==> config.mk <==
export PLATFORM = sky130hd
export DESIGN_NAME = iq_demod
export DESIGN_NICKNAME = d
export VERILOG_FILES = /design/src/rtl/iq_demod_pkg.sv /design/src/rtl/iq_demod_acc.sv /design/src/rtl/iq_demod.sv
export SDC_FILE = /design/constraint.sdc
export NUM_CORES = 1
export LEC_CHECK = 0
export CORE_ASPECT_RATIO = 1.25
export CORE_MARGIN = 1.5
export CORE_UTILIZATION = 48
export DETAILED_ROUTE_END_ITERATION = 10
export HOLD_SLACK_MARGIN = 0.06
export PLACE_DENSITY = 0.69
export SLEW_MARGIN = 5
export SYNTH_ARGS = -nofsm -noshare
export SYNTH_HDL_FRONTEND = slang
export SYNTH_SLANG_ARGS = --single-unit
export TNS_END_PERCENT = 5
==> constraint.sdc <==
create_clock -name clk -period 7.9 [get_ports clk]
set_input_delay 0.79 -clock clk [delete_from_list [all_inputs] [get_ports clk]]
set_output_delay 0.79 -clock clk [all_outputs]
set_load 0.02 [all_outputs]
==> src/rtl/iq_demod_pkg.sv <==
// Shared types and width helper for the fs/4 quadrature demodulator.
package iq_demod_pkg;

    typedef enum logic [1:0] {
        PH_I_POS,
        PH_Q_POS,
        PH_I_NEG,
        PH_Q_NEG
    } phase_t;

    typedef enum logic [2:0] {
        ACC_HOLD,
        ACC_CLR,
        ACC_LOAD,
        ACC_LOAD_NEG,
        ACC_ADD,
        ACC_SUB
    } acc_op_t;

    // Exact width of a block sum: N/4 positive and N/4 negative full-scale terms.
    function automatic int calc_owidth(input int width, input int log2n);
        return width + log2n - 1;
    endfunction

endpackage

==> src/rtl/iq_demod_acc.sv <==
// Single signed accumulator with clear/load/negated-load/add/sub/hold control.
// Exposes the next-state sum so a block can be closed on its last sample.
module iq_acc
    import iq_demod_pkg::*;
#(
    parameter int W = 11
) (
    input  logic                clk,
    input  logic                reset,
    input  acc_op_t             op_i,
    input  logic signed [W-1:0] din_i,
    output logic signed [W-1:0] acc_next_o
);

    logic signed [W-1:0] acc_q;
    logic signed [W-1:0] acc_d;

    always_comb begin
        acc_d = acc_q;
        case (op_i)
            ACC_CLR:      acc_d = '0;
            ACC_LOAD:     acc_d = din_i;
            ACC_LOAD_NEG: acc_d = -din_i;
            ACC_ADD:      acc_d = acc_q + din_i;
            ACC_SUB:      acc_d = acc_q - din_i;
            default:      acc_d = acc_q;
        endcase
    end

    always_ff @(posedge clk) begin
        if (reset) acc_q <= '0;
        else       acc_q <= acc_d;
    end

    assign acc_next_o = acc_d;

endmodule

==> src/rtl/iq_demod.sv <==
// fs/4 quadrature demodulator: mixes by 1,0,-1,0 / 0,1,0,-1 and sums blocks of 2^LOG2N samples.
// Optional clip flag enabled by defining IQ_DEMOD_CLIP_EN.
module iq_demod
    import iq_demod_pkg::*;
#(
    parameter int WIDTH = 12,
    parameter int LOG2N = 4,
    localparam int OWIDTH = calc_owidth(WIDTH, LOG2N)
) (
    input  logic                     clk,
    input  logic                     reset,
    input  logic signed [WIDTH-1:0]  sink,
    input  logic                     sink_valid,
    input  logic                     sink_sync,
    output logic signed [OWIDTH-1:0] source_x,
    output logic signed [OWIDTH-1:0] source_y,
    output logic                     source_valid,
    output logic                     source_clip
);

    localparam logic [LOG2N-1:0] CNT_LAST = '1;

    phase_t            phase_q, phase_d, eff_phase;
    logic [1:0]        phase_inc;
    logic [LOG2N-1:0]  cnt_q, cnt_d;
    logic              first;
    logic              blk_done;
    acc_op_t           x_op, y_op, skip_op;
    logic signed [OWIDTH-1:0] s_ext;
    logic signed [OWIDTH-1:0] x_next, y_next;
    logic signed [OWIDTH-1:0] src_x_q, src_y_q;
    logic              src_valid_q;

    assign s_ext     = {{(OWIDTH-WIDTH){sink[WIDTH-1]}}, sink};
    // A synced sample is always the first of a fresh block at phase 0.
    assign eff_phase = sink_sync ? PH_I_POS : phase_q;
    assign first     = sink_sync || (cnt_q == '0);
    assign skip_op   = first ? ACC_CLR : ACC_HOLD;
    assign phase_inc = eff_phase + 2'd1;

    always_comb begin
        phase_d  = phase_q;
        cnt_d    = cnt_q;
        x_op     = ACC_HOLD;
        y_op     = ACC_HOLD;
        blk_done = 1'b0;
        if (sink_valid) begin
            phase_d  = phase_t'(phase_inc);
            cnt_d    = sink_sync ? LOG2N'(1) : cnt_q + 1'b1;
            blk_done = !sink_sync && (cnt_q == CNT_LAST);
            case (eff_phase)
                PH_I_POS: begin x_op = first ? ACC_LOAD : ACC_ADD;     y_op = skip_op; end
                PH_Q_POS: begin y_op = first ? ACC_LOAD : ACC_ADD;     x_op = skip_op; end
                PH_I_NEG: begin x_op = first ? ACC_LOAD_NEG : ACC_SUB; y_op = skip_op; end
                PH_Q_NEG: begin y_op = first ? ACC_LOAD_NEG : ACC_SUB; x_op = skip_op; end
                default:  begin x_op = ACC_HOLD;                       y_op = ACC_HOLD; end
            endcase
        end else if (sink_sync) begin
            phase_d = PH_I_POS;
            cnt_d   = '0;
        end
    end

    iq_acc #(.W(OWIDTH)) u_acc_x (
        .clk        (clk),
        .reset      (reset),
        .op_i       (x_op),
        .din_i      (s_ext),
        .acc_next_o (x_next)
    );

    iq_acc #(.W(OWIDTH)) u_acc_y (
        .clk        (clk),
        .reset      (reset),
        .op_i       (y_op),
        .din_i      (s_ext),
        .acc_next_o (y_next)
    );

    always_ff @(posedge clk) begin
        if (reset) begin
            phase_q     <= PH_I_POS;
            cnt_q       <= '0;
            src_x_q     <= '0;
            src_y_q     <= '0;
            src_valid_q <= 1'b0;
        end else begin
            phase_q     <= phase_d;
            cnt_q       <= cnt_d;
            src_valid_q <= blk_done;
            if (blk_done) begin
                src_x_q <= x_next;
                src_y_q <= y_next;
            end
        end
    end

    assign source_x     = src_x_q;
    assign source_y     = src_y_q;
    assign source_valid = src_valid_q;

`ifdef IQ_DEMOD_CLIP_EN
    localparam logic signed [WIDTH-1:0] S_MIN = {1'b1, {(WIDTH-1){1'b0}}};
    localparam logic signed [WIDTH-1:0] S_MAX = {1'b0, {(WIDTH-1){1'b1}}};

    logic clip_q, clip_d, src_clip_q, extreme;

    assign extreme = (sink == S_MIN) || (sink == S_MAX);

    always_comb begin
        clip_d = clip_q;
        if (sink_valid)     clip_d = (first ? 1'b0 : clip_q) | extreme;
        else if (sink_sync) clip_d = 1'b0;
    end

    always_ff @(posedge clk) begin
        if (reset) begin
            clip_q     <= 1'b0;
            src_clip_q <= 1'b0;
        end else begin
            clip_q <= clip_d;
            if (blk_done) src_clip_q <= clip_d;
        end
    end

    assign source_clip = src_clip_q;
`else
    assign source_clip = 1'b0;
`endif

endmodule
==> out/metrics.yaml <==
die:
  die_area_um2: 10700
  ios: 48
  core_um2: 9710
  die_h_um: 115
  start_util: 0.498
  die_width_um: 92.8
  row_count: 40
sta:
  drv_slew: 0
  skew_ns: 0.00503
  hold_ws_ns: 0.469
  setup_tns_ns: 0
  max_freq_mhz: 215
  hold_viol: 0
  setup_ws_ns: 3.25
  grt_setup_unrepaired: "false"
  finalCritPeriodShare: 0.589
  setup_viol: 0
  min_period_ns: 4.65
  tightest_slew_ns: 1.11
  relSlewSlack: 0.261
clock_tree:
  htreeDepth: 3
  cts_resized: 0
  postCtsSetupBuffers: 0
  cts_root_buffer: "clkbuf_16"
  numCtsBuffers: 9
  cts_tree: "yes"
  cts_sinks: 67
  cts.reportedPaths.clkPinSlew_ns: 0.06
  clock_tree.buffer_depth: 2
  postCtsHoldBufs: 0
  insertion_delay_ns: 0.35
outcome:
  status: "finished, final reports clean"
placed_design:
  pre_cts_ws_ns: 3.01
  dp_hpwl_um: 8800
  gp_congestion: 0.874
  portBuffers: 46
  dpl.cell_count: 755
critical_path:
  start_kind: "input pin"
  crit_required_ns: 8.14
  path_class: "input pin to flop"
  worstPathArrival_ns: 4.89
  cp_max_fo: 14
  cp-end-kind: "flop"
final_layout:
  n_antenna_cell: 0
  syn_to_final_growth_pct: 15.2
  n_fill_cell: 916
  nets: 689
  fin_cells: 771
  drive_gt1_frac: 0.0465
flow_run:
  maxCapViolCount: 0
route:
  antenna_left: 0
  vias: 4522
  drt_pre_antenna_iters: 5
  drt-total-wl_um: 12400
  via_per_inst: 5.87
  drtIter0Drc: 292
  wl_per_cell_um: 16.1
  drc: 0
power_and_ir_drop:
  power_density_nw_per_um2: 174
  leakagePower_uw: 0.00234
  peakVddDrop_v: 0.000105
synthesis:
  synthDistinctLibCells: 61
  ys_seq_area_frac: 0.278
  yosys_most_used_dff: "dfxtp_1"
  ys_warn_count: 0
  syn_inst: 625
  avgSynthCellArea_um2: 7.73
  synth_edf_count: 0
  ys_ff_latch: 67
  async_flop_share: 0
  synth_area_um2: 4830
  syn-num-nets: 674
grt:
  antenna_found_initial: 0
  grt_pass1_wl_um: 21000
  grt_max_degree: 59
  grt_util_all_layers: 0.247
  gr-total-overflow: 0
  first_global_vias: 4480
min_path:
  holdCritPathClass: "flop to flop"
## cell families (layout without fill, tap and decap cells)
group / Yosys count / count (layout) / share of synthesized area
multiplexers: 12 / 12 / 0.0264
XOR/XNOR: 63 / 63 / 0.114
AO/OA/AOI/OAI: 167 / 167 / 0.230
adder cells (fa/ha/maj): 33 / 33 / 0.0885
AND/OR/NAND/NOR: 221 / 221 / 0.211
flip-flops: 67 / 67 / 0.278
buffers and inverters: 61 / 81 / 0.0513
other: 1 / 1 / 0.000776
## critical path: stages
cell and delay, ns:
clkdlybuf4s50_1 0.61, nor2b_1 0.47, nand4_1 0.58, nor2_1 0.25, a21oi_1 0.10, fa_1 0.49, a211oi_1 0.31, o21ai_0 0.13
a21oi_1 0.26, o21ai_0 0.17, xnor2_1 0.15, a221o_1 0.36, o21ba_2 0.21
## area by class of cell
cell class | instances | area [um^2] | share of cell area
Multi-Input combinational cell | 497 | 3250 | 0.583
Sequential cell | 67 | 1340 | 0.241
Inverter | 18 | 67.6 | 0.0121
Clock buffer | 11 | 243 | 0.0436
Timing Repair Buffer | 47 | 463 | 0.0831
Tap cell | 126 | 158 | 0.0283
Clock inverter | 5 | 52.6 | 0.00943
## routing by layer
layer	GRT usage	vias to the layer above	share of wire
met5	0	-	0
met4	0.107	0	0.024
met3	0.0397	27	0.045
met2	0.435	117	0.48
met1	0.296	2123	0.45
li1	-	2255	-
## report_power, final
group          total [uW]  internal (uW)  switching, uW  leakage (uW)
logic                 208           84.5            124       0.00165
clock network         407            251            156      0.000145
registers             355            348           7.54      0.000544
## layout by cell type, fill, tap and decap left out, types with 4 or more instances in the layout
master           netlist  layout
a211oi_1              22      22
a21o_1                 6       6
a21oi_1               48      48
a221oi_1               5       5
a222oi_1              13      13
a22oi_1                4       4
a31oi_1                8       8
clkbuf_16              0       9
clkdlybuf4s50_1        0      45
dfxtp_1               67      67
ha_1                  31      31
inv_1                 18      18
mux2i_1                8       8
nand2_1               63      63
nand2b_1               7       7
nand3_1               12      12
nand4_1                5       5
nor2_1                86      86
nor2b_1                6       6
nor3_1                17      17
o21a_1                 5       5
o21ai_0               31      31
or3_1                  6       6
xnor2_1               25      25
xor2_1                38      38
## registers in the layout, summed over array words and instances, names as in the netlist
register	cells
source_y	15
u_acc_x.acc_q	15
source_valid	1
source_x	15
u_acc_y.acc_q	15
cnt_q	4
phase_q	2
## synthesized netlist by cell type, types with 3 or more instances
cell / count / area share
nor2_1: 86 / 0.067
dfxtp_1: 67 / 0.28
nand2_1: 63 / 0.049
a21oi_1: 48 / 0.050
xor2_1: 38 / 0.069
clkbuf_1: 33 / 0.026
ha_1: 31 / 0.080
o21ai_0: 31 / 0.032
xnor2_1: 25 / 0.045
a211oi_1: 22 / 0.034
inv_1: 18 / 0.014
nor3_1: 17 / 0.018
a222oi_1: 13 / 0.027
nand3_1: 12 / 0.012
a31oi_1: 8 / 0.010
mux2i_1: 8 / 0.017
nand2b_1: 7 / 0.0091
a21o_1: 6 / 0.0093
buf_2: 6 / 0.0062
nor2b_1: 6 / 0.0078
or3_1: 6 / 0.0078
a221oi_1: 5 / 0.0091
nand4_1: 5 / 0.0065
o21a_1: 5 / 0.0078
a22oi_1: 4 / 0.0062
and3_1: 4 / 0.0052
mux2_2: 3 / 0.0070
nand3b_1: 3 / 0.0047
o21ai_1: 3 / 0.0031
o31ai_1: 3 / 0.0047
## per-stage QoR
| step | power [uW] | utilization | instance area, um^2 |
|---|---|---|---|
| floorplan | 524 | - | 4830 |
| global placement | 562 | 0.543 | 5280 |
| detailed placement | 566 | 0.543 | 5280 |
| CTS | 970 | 0.574 | 5570 |
| global route | 1010 | 0.574 | 5570 |
| finish | 971 | 0.574 | 5570 |
## worst paths after layout
check                            start                         to  slack (ns)  cells after the start
max reg2reg      cnt_q[0]$_SDFFE_PP0P_   source_y[8]$_SDFFE_PP0P_        3.68                     14
max                          sink_sync   source_y[8]$_SDFFE_PP0P_        3.25                     13
min          source_x[12]$_SDFFE_PP0P_  source_x[12]$_SDFFE_PP0P_        0.47                      2
min reg2reg  source_x[12]$_SDFFE_PP0P_  source_x[12]$_SDFFE_PP0P_        0.47                      2
Note: power is estimated with default switching activity, not from simulation.
